--- src/rtl/padding_ctrl.sv ---
// Frame sequencer for the padding line buffer: one zero row, IMG_H source rows, one zero row,
// streamed one pixel per cycle, with a stall after every 3-row window until the consumer acks.
module padding_ctrl #(
    parameter int IMG_W = 416,
    parameter int IMG_H = 416,
    parameter int RW    = 9
) (
    input  logic          clk,
    input  logic          reset,
    input  logic          start,
    output logic          busy,
    output logic          done,
    input  logic          src_valid,
    output logic          src_ready,
    input  logic [7:0]    src_R,
    input  logic [7:0]    src_G,
    input  logic [7:0]    src_B,
    output logic          padding_en,
    output logic          imgDataValid,
    output logic [7:0]    R_input,
    output logic [7:0]    G_input,
    output logic [7:0]    B_input,
    input  logic          pad_intr,
    output logic          win_valid,
    input  logic          win_ack,
    output logic [RW-1:0] win_row,
    output logic          proto_err
);

    typedef enum logic [2:0] {IDLE, TOP, STREAM, BOT, WAIT_WIN, DONE} state_t;

    localparam logic [RW-1:0] COL_LAST    = RW'(IMG_W - 1);
    localparam logic [RW-1:0] ROW_SRC_END = RW'(IMG_H + 1);

    state_t        state;
    logic [RW-1:0] col;
    logic [RW-1:0] row;
    logic [RW-1:0] row_inc;
    logic          accept;

    always_comb begin
        row_inc = row + RW'(1);
        accept  = src_valid && src_ready;
    end

    // row counts padded rows already fed to the padding block (zero rows included)
    always_ff @(posedge clk or negedge reset) begin
        if (!reset) begin
            state        <= IDLE;
            col          <= '0;
            row          <= '0;
            busy         <= 1'b0;
            done         <= 1'b0;
            src_ready    <= 1'b0;
            padding_en   <= 1'b0;
            imgDataValid <= 1'b0;
            R_input      <= '0;
            G_input      <= '0;
            B_input      <= '0;
            win_valid    <= 1'b0;
            win_row      <= '0;
            proto_err    <= 1'b0;
        end else begin
            imgDataValid <= 1'b0;
            done         <= 1'b0;
            if (pad_intr && state != WAIT_WIN)
                proto_err <= 1'b1;

            case (state)
                IDLE: begin
                    if (start) begin
                        state      <= TOP;
                        col        <= '0;
                        row        <= '0;
                        win_row    <= '0;
                        proto_err  <= 1'b0;
                        busy       <= 1'b1;
                        padding_en <= 1'b1;
                    end
                end

                TOP, BOT: begin
                    imgDataValid <= 1'b1;
                    R_input      <= '0;
                    G_input      <= '0;
                    B_input      <= '0;
                    if (col == COL_LAST) begin
                        col <= '0;
                        if (state == TOP) begin
                            row       <= RW'(1);
                            state     <= STREAM;
                            src_ready <= 1'b1;
                        end else begin
                            row   <= row_inc;
                            state <= WAIT_WIN;
                        end
                    end else begin
                        col <= col + RW'(1);
                    end
                end

                STREAM: begin
                    if (accept) begin
                        imgDataValid <= 1'b1;
                        R_input      <= src_R;
                        G_input      <= src_G;
                        B_input      <= src_B;
                        if (col == COL_LAST) begin
                            col <= '0;
                            row <= row_inc;
                            // a full window takes priority over the bottom row
                            if (row_inc >= RW'(3)) begin
                                state     <= WAIT_WIN;
                                src_ready <= 1'b0;
                            end else if (row_inc == ROW_SRC_END) begin
                                state     <= BOT;
                                src_ready <= 1'b0;
                            end
                        end else begin
                            col <= col + RW'(1);
                        end
                    end
                end

                WAIT_WIN: begin
                    if (win_valid) begin
                        if (win_ack) begin
                            win_valid <= 1'b0;
                            win_row   <= win_row + RW'(1);
                            if (row < ROW_SRC_END) begin
                                state     <= STREAM;
                                src_ready <= 1'b1;
                            end else if (row == ROW_SRC_END) begin
                                state <= BOT;
                            end else begin
                                state <= DONE;
                                done  <= 1'b1;
                            end
                        end
                    end else if (pad_intr) begin
                        win_valid <= 1'b1;
                    end
                end

                DONE: begin
                    state      <= IDLE;
                    busy       <= 1'b0;
                    padding_en <= 1'b0;
                end

                default: state <= IDLE;
            endcase
        end
    end

endmodule

--- config.mk ---
export PLATFORM = sky130hd
export DESIGN_NAME = padding_ctrl
export DESIGN_NICKNAME = d
export VERILOG_FILES = /design/src/rtl/padding_ctrl.sv
export SDC_FILE = /design/constraint.sdc
export NUM_CORES = 1
export LEC_CHECK = 0
export CORE_MARGIN = 4
export CORE_UTILIZATION = 45
export DETAILED_ROUTE_END_ITERATION = 6
export HOLD_SLACK_MARGIN = 0.12
export PLACE_DENSITY = 0.83
export SYNTH_ARGS = -nofsm -noshare
export SYNTH_HDL_FRONTEND = slang
export SYNTH_SLANG_ARGS = --single-unit
--- constraint.sdc ---
create_clock -name clk -period 3.9 [get_ports clk]
set_input_delay 0.39 -clock clk [delete_from_list [all_inputs] [get_ports clk]]
set_output_delay 0.39 -clock clk [all_outputs]
set_load 0.02 [all_outputs]
=== Word-level counts from Yosys, hierarchy flattened ===
Cells that the tools add are included.

* Shifts and indexed selects: 0
* Multipliers: 0
* Multiplexer cells: 55
* $lt $le $gt $ge: 2
* Divide/modulo/power cells: 0
* Equality and inequality tests: 18
* $add $sub $neg: 3
* Reduce and logical (&&, ||, !) cells: 16
* Bitwise operators: 0

{| class="wikitable"
|+ Operators with widths
! cell !! count
|-
| $mux W9 || 9
|-
| $pmux W9 S3 || 2
|-
| $pmux W8 S2 || 3
|-
| $mux W3 || 11
|-
| $add A9 B1 Y9 const B || 3
|-
| $eq A9 B9 Y1 const B || 3
|-
| $mux W8 || 3
|-
| $mux W1 || 22
|-
| $pmux W9 S2 || 1
|-
| $ne A2 B2 Y1 const B || 8
|-
| $pmux W3 S4 || 1
|-
| $ge A9 B2 Y1 const B || 1
|-
| $lt A9 B9 Y1 const B || 1
|-
| $reduce_and A9 Y1 || 1
|-
| $reduce_and A7 Y1 || 1
|-
| $eq A3 B2 Y1 const B || 2
|-
| $eq A3 B3 Y1 const B || 2
|-
| $ne A3 B3 Y1 const B || 2
|-
| $reduce_bool A2 Y1 || 3
|-
| $reduce_bool A3 Y1 || 2
|-
| $reduce_and A5 Y1 || 1
|-
| $pmux W1 S2 || 2
|-
| $reduce_and A2 Y1 || 2
|-
| $reduce_and A4 Y1 || 1
|-
| other kinds (6) || 7
|}

* Latch bits: 0
* Logic and storage cells: 107
* Output and inout bits: 40
* Register bits: 60
* Bits in writable memories: 0
* ROM bits: 0
* Memories: 0

=== Logic depth before layout (Yosys ltp) ===
Gate-level depths: netlist of the first run.

* Depth after elaboration: 7
* Depth in mapped cells: 8
* Mapped depth without buffers: 8

=== Least setup slack after synthesis of the first run ===
Ideal clock, no wire load.

* Kind: reg2reg
* Start: reg row[0]
* End: reg state[1]
* Arrival time: 1612 ps
* Required time: 3762 ps
* Path slack: 2149 ps
* Cell stages (with the launch flop): 8
* Period minus slack after synthesis: 1751 ps
* Buffers on the path: 0
* Cells stage by stage: dfrtp_1 > ha_1 > nand3_1 > and4_1 > o21ai_1 > a21oi_1 > a211oi_1 > o22ai_1

* Cells in the longest elaborated chain, start to end: 6
* Elaborated cells on any way between the ends: 15
* Those cells by class: 1 x add/sub; 2 x order compare; 3 x eq/ne; 8 x mux; 1 x reduce/logical

{| class="wikitable"
|+ RTL lines
! element !! RTL line !! RTL
|-
| start: declaration || 37 || <nowiki>logic [RW-1:0] row;</nowiki>
|-
| start signal: assignment || 94 || <nowiki>row <= row_inc;</nowiki>
|-
| start signal: assignment || 110 || <nowiki>row <= row_inc;</nowiki>
|-
| $add A9 B1 Y9 or $eq A9 B9 Y1 (tied branches) || 42, 133 ||
|-
| $ge A9 B2 Y1 or $mux W3 (tied branches) || 112, 133 ||
|-
| $mux W3 (on tied branches) || 112, 130 ||
|-
| $mux W3 (on tied branches) || 108, 127 ||
|-
| $mux W3 (on tied branches) || 103, 126 ||
|-
| $pmux W3 S4 || 69 || <nowiki>case (state)</nowiki>
|-
| end signal: assignment || 72 || <nowiki>state <= TOP;</nowiki>
|-
| end signal: assignment || 113 || <nowiki>state <= WAIT_WIN;</nowiki>
|-
| end signal: assignment || 116 || <nowiki>state <= BOT;</nowiki>
|-
| end: declaration || 35 || <nowiki>state_t state;</nowiki>
|}

Parallel ways exist; a longest one is shown, timed or not. The select of a mux whose other input is x is not followed.
A chain may end at the register's enable or synchronous reset.

=== Worst setup path after layout of the first run ===
* Start: reg state[1]
* End: reg src_ready

* Cells in the longest elaborated chain, start to end: 4
* Elaborated cells on any way between the ends: 16
* Those cells by class: 12 x eq/ne; 1 x mux; 3 x reduce/logical

{| class="wikitable"
|+ RTL lines
! element !! RTL line !! RTL
|-
| start signal: assignment || 49 || <nowiki>state <= IDLE;</nowiki>
|-
| start signal: assignment || 72 ||
|-
| start signal: assignment || 91 || <nowiki>state <= STREAM;</nowiki>
|-
| $eq A3 B1 Y1 or $eq A3 B2 Y1 (tied branches) || 69, 89 ||
|-
| $reduce_or A2 Y1 || 69 ||
|-
| $ne A2 B2 Y1 (no line) or $reduce_bool A3 Y1 (tied branches) || n/a ||
|-
| $reduce_and A9 Y1 (no line) || n/a ||
|-
| end signal: assignment || 92 || <nowiki>src_ready <= 1'b1;</nowiki>
|-
| end signal: assignment || 114 || <nowiki>src_ready <= 1'b0;</nowiki>
|-
| end signal: assignment || 117 || <nowiki>src_ready <= 1'b0;</nowiki>
|-
| end: declaration || 14 || <nowiki>output logic src_ready,</nowiki>
|}

Parallel ways exist; a longest one is shown, timed or not.

==> flow_metrics.py, run 1 <==
metrics = {
    "critical_path": {
        "crit_buf_inv": 0,
        "ff2ff_setup_slack_ps": 1450,
        "worst-setup-path-type": "flop to flop",
        "crit_chain": "nand2b_1, or3_1, o221ai_1, nand2_1, o21ai_1, o21ai_1",
        "required_ps": 4130,
        "endpoint_kind": "flop",
        "slowest_delay_ps": 830,
        "worst_path_most_repeated_cell": "o21ai_1",
        "cp_slowest_cell": "or3_1",
        "critPathTopFamily": "simple AND/OR/NAND/NOR gates",
        "critPathArrivalTime_ps": 2680,
        "critPathMaxFanout": 26,
        "worst_setup_path_start_kind": "flop",
    },
    "synth": {
        "ys.flop_type": "dfrtp_1",
        "synth_async_sr_flop_share_pct": 100.0,
        "yosysWarnings": 0,
        "postSynthCellCount": 344,
        "yosysUniqueCellTypes": 51,
        "syn_area_um2": 3072,
        "seq_area_frac_synth_pct": 48.88,
        "synth_area_per_cell_um2": 8.929,
        "ys_ff_latch": 60,
        "synth_edf_count": 0,
        "syn_nets": 380,
    },
    "clocking": {
        "numCtsBuffers": 9,
        "root_buffer": "clkbuf_8",
        "clockBufferDepth": 2,
        "cts_tree": "yes",
        "cts_num_sinks": 60,
        "cts-hold-fix-buffers": 0,
        "ctsHtreeMaxLevel": 3,
        "insertion_delay_ps": 350,
        "post_cts_resized": 0,
        "cts.clk_slew.worst_paths_ps": 70,
        "postCtsSetupBuffers": 0,
    },
    "sta": {
        "slew_viol_final": 0,
        "fin_setup_tns_ps": 0,
        "fmax_ghz": 0.4085,
        "tightest_slew_ps": 871.0,
        "clock-skew-final_ps": 6.378,
        "setup_viol": 0,
        "rsz0062_at_grt": "no",
        "finalHoldViolCount": 0,
        "min_period_over_period_pct": 62.77,
        "period_needed_ps": 2448,
        "relSlewSlack_pct": 41.79,
    },
    "global_routing": {
        "grt_max_degree": 61,
        "track_usage_pct": 19.17,
        "grt_pass1_vias": 2753,
        "gr-total-overflow": 0,
        "grt_first_pass_wirelength_mm": 12.90,
        "antenna_found_initial": 0,
    },
    "cells_and_area": {
        "diodes": 0,
        "final_nets": 443,
        "post-route-util_pct": 61.16,
        "area_delta_synth_final_pct": 29.33,
        "drive_gt1_share_pct": 7.282,
    },
    "drt": {
        "drc": 0,
        "route.vias.total": 2816,
        "vias_per_cell": 5.759,
        "wl_per_cell_um": 15.72,
        "ant_nets": 0,
        "drt_iter0_drc": 240,
        "routed_wl_mm": 7.686,
        "first_pass_iters": 5,
    },
    "placed_design": {
        "port_buffers": 69,
        "dp_hpwl_mm": 5.275,
        "place.gp.congestion": 0.8220,
    },
    "floorplanning": {
        "die_h_um": 90.62,
        "start_util_pct": 47.29,
        "rows": 29,
        "dieArea_um2": 8212,
        "core_area_um2": 6495,
        "ios": 70,
        "die_w_um": 90.62,
    },
    "hold_path": {
        "hold_path_class": "input pin to async pin",
    },
    "power": {
        "p_per_area_nw_per_um2": 648.0,
        "power_leakage_nw": 1.779,
        "total_power_mw": 2.574,
        "peakVddDrop_mv": 0.3416,
    },
    "run_status": {
        "status": "completed",
    },
    "flow_run": {
        "maxCapViolations": 0,
    },
}
-- layer usage --
metal	GRT usage (%)	up-vias	part of all wire [%]
met3	4.500	10	5.1
met2	32.43	99	51
met4	7.398	0	1.5
met5	0	-	0
li1	-	1335	-
met1	23.62	1372	42
-- worst paths after layout --
kind	start	end	cells after the start
worst max-delay path	state[1]	src_ready	6
worst max register to register	state[1]	src_ready	6
worst min register to register	col[8]	col[8]	1
max in group asynchronous	reset	state[0]	2
worst min-delay path	reset	row[8]	2
min in group clk	col[8]	col[8]	1
-- stage by stage --
step	worst slack, ps	cells	hold WS, ps	instance area [µm²]
detailed placement	1493	473	471.8	3774
global placement	1548	473	451.0	3774
floorplan	2149	344	94.41	3072
global route	1216	489	269.2	3973
finish	1452	489	198.1	3973
CTS	1479	489	221.7	3973
-- synth_stat cells, types with 3 or more instances --
master     n  area (µm²)
nand3_1   34       170.2
o21ai_0    8       40.04
nand2_1   73       274.0
nand2b_1   7       43.79
a21oi_1   11       55.05
or3_1      3       18.77
and3_1     5       31.28
inv_1      5       18.77
nand4_1    9       56.30
and4_1     3       26.28
nor3_1     3       15.01
o31ai_1    6       45.04
nor2_1    23       86.33
a31oi_1    5       31.28
dfrtp_1   60        1501
o21ai_1   25       125.1
clkbuf_1   5       18.77
ha_1       6       75.07
buf_2     11       55.05
and2_1     3       18.77
xor2_1     3       26.28
-- sequential cells by signal (all words and copies together), names as in the netlist, 3 cells and up --
register,flops
R_input,8
state,3
B_input,8
row,9
win_row,9
G_input,8
col,9
-- worst reg2reg max path: cells and delay by family (launching register included) --
| family | cells | cell delay (ps) |
|---|---|---|
| flip-flops | 1 | 600 |
| AND/OR/NAND/NOR | 3 | 1330 |
| AO/OA/AOI/OAI | 3 | 400 |
-- cell families after synthesis --
| family | Yosys count | synth area share, % |
|---|---|---|
| AND/OR/NAND/NOR | 175 | 27.90 |
| AO/OA/AOI/OAI | 73 | 15.36 |
| adder cells (fa/ha/maj) | 6 | 2.444 |
| buffers and inverters | 25 | 3.992 |
| XOR/XNOR | 5 | 1.426 |
| flip-flops | 60 | 48.88 |
-- cells in the final DEF, fill, tap and decap left out, types with 3 or more instances in the layout --
cell type and count:
and2_1 3, xor2_1 3, dfrtp_1 60, nand4_1 9, or3_1 3, ha_1 6, o31ai_1 6, clkbuf_8 9
nand2b_1 7, nand2_1 73, clkinvlp_4 3, o21ai_0 8, a21oi_1 11, clkdlybuf4s50_1 68, nor2_1 23, a31oi_1 5
and3_1 5, nand3_1 34, o21ai_1 25, and4_1 3, inv_1 5
-- where the power goes --
| group | switching (mW) | internal, mW | leakage, nW | total, mW |
|---|---|---|---|---|
| clock network | 0.271 | 0.298 | 0.0923 | 0.569 |
| registers | 0.173 | 0.770 | 0.805 | 0.943 |
| logic | 0.640 | 0.422 | 0.882 | 1.06 |
-- final cells by class --
class / count / area [µm²]
fillers: 553 / 2522
multi-input cells: 259 / 1453
clock buffers: 9 / 123.9
flip-flops and latches: 60 / 1501
clock inverters: 7 / 75.07
inverters: 6 / 22.52
repair buffers: 71 / 700.7
well taps: 77 / 96.34
(Power assumes the default switching activity.)
==> run 2, diff against run 1 <==
Clock period 3.9 ns to 2.31 ns, I/O delays scaled along.
==> flow_metrics.py, run 2 (synthesized netlist as in run 1, its figures left out) <==
metrics = {
    "run_status": {
        "status": "completed",
    },
    "drt": {
        "drt_iter0_drc": 278,
        "first_pass_iters": 6,
        "wl_per_cell_um": 15.33,
        "routed_wl_mm": 7.617,
        "route.vias.total": 2814,
        "ant_nets": 0,
        "vias_per_cell": 5.662,
        "drc": 0,
    },
    "placed_design": {
        "port_buffers": 69,
        "place.gp.congestion": 0.9050,
        "dp_hpwl_mm": 5.364,
        "place_area_um2": 3839,
    },
    "hold_path": {
        "hold_path_class": "input pin to async pin",
    },
    "clocking": {
        "clockBufferDepth": 2,
        "numCtsBuffers": 9,
        "cts-hold-fix-buffers": 1,
        "insertion_delay_ps": 340,
        "ctsHtreeMaxLevel": 3,
        "cts_tree": "yes",
        "cts_num_sinks": 60,
        "root_buffer": "clkbuf_8",
        "cts.clk_slew.worst_paths_ps": 70,
        "post_cts_resized": 0,
        "postCtsSetupBuffers": 0,
    },
    "power": {
        "p_sw_share_pct": 38.45,
        "p_comb_share_pct": 40.6,
        "p_per_area_nw_per_um2": 1134,
        "internal_power_mw": 2.861,
        "clkPwrFrac_pct": 25.6,
        "netSwitchingPower_mw": 1.787,
        "peakVddDrop_mv": 0.8188,
        "pwr-share-seq_pct": 33.8,
        "total_power_mw": 4.648,
        "power_leakage_nw": 1.856,
    },
    "cells_and_area": {
        "final_common_cell": "nand2_1",
        "diodes": 0,
        "drive_gt1_share_pct": 8.571,
        "final_nets": 451,
        "postLayoutCellArea_um2": 4099,
        "reg.largest.list": "col: 9 flops, row: 9 flops, win_row: 9 flops",
        "multi_input_area_um2": 1453,
        "area_delta_synth_final_pct": 33.44,
        "regArea_um2": 1501,
        "fillCellCount": 523,
        "post-route-util_pct": 63.11,
        "layout_common_cells": "nand2_1, clkdlybuf4s50_1, dfrtp_1, nand3_1, o21ai_1",
    },
    "sta": {
        "fmax_ghz": 0.4876,
        "tightest_slew_ps": 496.4,
        "rsz0062_at_grt": "no",
        "clock-skew-final_ps": 8.322,
        "finalHoldViolCount": 0,
        "setup_viol": 0,
        "period_needed_ps": 2051,
        "relSlewSlack_pct": 66.91,
        "slew_viol_final": 0,
        "min_period_over_period_pct": 88.79,
        "fin_setup_tns_ps": 0,
        "whs_ps": 383.7,
    },
    "global_routing": {
        "track_usage_pct": 19.92,
        "grt_pass1_vias": 2709,
        "gr-total-overflow": 0,
        "antenna_found_initial": 0,
        "grt_first_pass_wirelength_mm": 13.23,
        "grt_max_degree": 42,
    },
    "floorplanning": {
        "rows": 29,
        "die_w_um": 90.62,
        "start_util_pct": 47.29,
        "ios": 70,
        "die_h_um": 90.62,
        "dieArea_um2": 8212,
        "core_area_um2": 6495,
    },
    "critical_path": {
        "worst-setup-path-type": "flop to flop",
        "required_ps": 2550,
        "crit_chain": "ha_1, and4_1, a31o_2, nand4_2, o41ai_2",
        "endpoint_kind": "flop",
        "worst_setup_path_start_kind": "flop",
        "critPathArrivalTime_ps": 2290,
        "critPathTopFamily": "compound AO/OA/AOI/OAI gates",
        "cp_slowest_cell": "dfrtp_1",
        "slowest_delay_ps": 400,
        "ff2ff_setup_slack_ps": 260,
        "critPathMaxFanout": 8,
        "crit_buf_inv": 0,
    },
    "flow_run": {
        "maxCapViolations": 0,
    },
}
-- run 2: worst paths after layout --
path | cells past startpoint | from | end
min reg2reg | 1 | col[4] | col[4]
max reg2reg | 5 | col[0] | row[6]
min in group clk | 3 | src_G[7] | G_input[7]
min | 2 | reset | G_input[7]
max in group asynchronous | 3 | reset | state[0]
max | 5 | col[0] | row[6]
-- run 2: per-layer routing --
layer / up-vias / routed length (µm) / GRT usage [%]
li1: 1354 / - / -
met1: 1366 / 3202 / 25.28
met2: 81 / 3853 / 32.37
met3: 13 / 411 / 5.917
met4: 0 / 148 / 6.760
met5: - / 0 / 0
-- run 2: area by class of cell --
| class | instances | area share, % |
|---|---|---|
| multi-input cells | 259 | 35.44 |
| well taps | 77 | 2.350 |
| clock inverters | 4 | 2.320 |
| flip-flops and latches | 60 | 36.63 |
| clock buffers | 12 | 3.785 |
| repair buffers | 79 | 18.93 |
| inverters | 6 | 0.5495 |
-- run 2: per-stage QoR --
step | instances | setup slack [ps]
finish | 497 | 259.0
CTS | 497 | 268.2
floorplan | 344 | 559.4
detailed placement | 480 | 327.0
global route | 497 | 101.3
global placement | 480 | 382.5
-- run 2: power groups by stage --
| stage | registers, mW | logic [mW] | clock network, mW |
|---|---|---|---|
| floorplan | 1.71 | 0.987 | 0 |
| global placement | 1.57 | 1.85 | 0 |
| detailed placement | 1.58 | 1.88 | 0 |
| CTS | 1.57 | 1.90 | 1.21 |
| global route | 1.62 | 2.07 | 1.25 |
| finish | 1.57 | 1.89 | 1.19 |
==> run 3, diff against run 2 <==
Settings changed: CORE_UTILIZATION 45 to 50, PLACE_DENSITY 0.83 to 0.9.
==> flow_metrics.py, run 3 (synthesized netlist as in run 1, its figures left out) <==
metrics = {
    "clocking": {
        "clockBufferDepth": 2,
        "numCtsBuffers": 9,
        "cts_num_sinks": 60,
        "insertion_delay_ps": 340,
        "ctsHtreeMaxLevel": 3,
        "cts_tree": "yes",
        "post_cts_resized": 0,
        "root_buffer": "clkbuf_8",
        "cts.clk_slew.worst_paths_ps": 80,
    },
    "cells_and_area": {
        "fillCellCount": 453,
        "drive_gt1_share_pct": 8.592,
        "diodes": 0,
        "final_nets": 450,
        "post-route-util_pct": 67.58,
        "layout_common_cells": "nand2_1, clkdlybuf4s50_1, dfrtp_1, nand3_1, o21ai_1",
        "regArea_um2": 1501,
        "reg.largest.list": "col: 9 flops, row: 9 flops, win_row: 9 flops",
        "multi_input_area_um2": 1453,
        "final_common_cell": "nand2_1",
        "area_delta_synth_final_pct": 31.04,
    },
    "critical_path": {
        "required_ps": 2530,
        "worst-path-stages": 7,
        "reg2reg_from": "col[0]",
        "cp_slowest_cell": "dfrtp_1",
        "worst_path_most_repeated_cell": "o21ai_1",
        "endpoint_kind": "flop",
        "cp-startpoint": "col[0]",
        "crit_buf_inv": 0,
        "slowest_delay_ps": 380,
        "reg2reg_depth": 7,
        "crit_chain": "ha_1, and4_1, a31o_2, nand2_1, a21boi_1, o21ai_1, o21ai_1",
        "ff2ff_setup_slack_ps": 220,
        "critPathTopFamily": "compound AO/OA/AOI/OAI gates",
        "worst_setup_path_start_kind": "flop",
        "critPathArrivalTime_ps": 2310,
        "critPathMaxFanout": 12,
        "worst-setup-path-type": "flop to flop",
    },
    "sta": {
        "period_needed_ps": 2089,
        "fin_setup_tns_ps": 0,
        "rsz0062_at_grt": "no",
        "setup_viol": 0,
        "relSlewSlack_pct": 56.34,
        "min_period_over_period_pct": 90.43,
        "tightest_slew_ps": 654.9,
        "clock-skew-final_ps": 8.536,
        "slew_viol_final": 0,
        "fmax_ghz": 0.4787,
        "finalHoldViolCount": 0,
        "setup_ws_ps": 221.0,
    },
    "global_routing": {
        "grt_pass1_vias": 2689,
        "gr-total-overflow": 0,
        "grt_max_degree": 53,
        "track_usage_pct": 21.89,
        "grt_first_pass_wirelength_mm": 12.88,
        "antenna_found_initial": 0,
    },
    "placed_design": {
        "dpl_worst_slack_ps": 216.1,
        "dp_hpwl_mm": 5.505,
        "port_buffers": 69,
        "place.gp.congestion": 0.9048,
    },
    "drt": {
        "drc": 0,
        "wl_per_cell_um": 15.70,
        "vias_per_cell": 5.676,
        "routed_wl_mm": 7.756,
        "drt_iter0_drc": 220,
        "first_pass_iters": 5,
        "route.vias.total": 2804,
        "ant_nets": 0,
    },
    "floorplanning": {
        "start_util_pct": 51.58,
        "die_w_um": 86.38,
        "rows": 28,
        "die_h_um": 86.38,
        "ios": 70,
        "dieArea_um2": 7462,
        "core_area_um2": 5956,
    },
    "power": {
        "power_leakage_nw": 1.812,
        "total_power_mw": 4.418,
        "p_per_area_nw_per_um2": 1098,
        "peakVddDrop_mv": 0.6813,
    },
    "hold_path": {
        "hold_path_class": "input pin to async pin",
    },
    "run_status": {
        "status": "completed",
    },
    "flow_run": {
        "maxCapViolations": 0,
    },
}
## run 3: changes by cell type in the layout (fill, tap and decap cells not counted)
cell,before,now
clkbuf_8,11,9
bufinv_16,3,1
buf_12,1,0
clkbuf_1,1,0
clkinvlp_4,0,3
inv_6,0,2
## run 3: power by group
group          switching (mW)  internal, mW  leakage, nW
clock                   0.458         0.503       0.0923
combinational            1.11         0.772        0.915
sequential              0.280          1.30        0.805
total                    1.84          2.57         1.81
## run 3: through the flow
stage | std cells | instance area (µm²) | hold WS (ps)
2_1_floorplan | 344 | 3072 | -64.59
3_3_place_gp | 477 | 3816 | 84.92
3_5_place_dp | 477 | 3816 | 86.53
4_1_cts | 494 | 4025 | 272.6
5_1_grt | 494 | 4025 | 285.0
6_report | 494 | 4025 | 267.0
## run 3: worst paths after layout
check,end
max,col[8]
min,B_input[5]
max reg2reg,col[8]
min reg2reg,win_row[8]
max in group asynchronous,row[6]
min in group clk,R_input[7]
## run 3: repair_timing
action	4_1_cts	5_1_grt
setup buffers	0	0
hold endpoints to repair	8	0
hold buffers	1	0
## run 3: layer usage
layer	routed length [µm]	track usage (%)	up-vias	share of wire [%]
met2	3807	35.40	107	49
met3	413	3.897	21	5.3
met4	218	10.34	0	2.8
li1	-	-	1342	-
met1	3316	28.60	1334	43
met5	0	0	-	0
## run 3: final cells by class
class,count,area share (%)
Sequential cell,60,37.30
Multi-Input combinational cell,259,36.09
Timing Repair Buffer,78,18.78
Clock buffer,9,3.077
Tap cell,75,2.331
Clock inverter,7,1.865
Inverter,6,0.5595
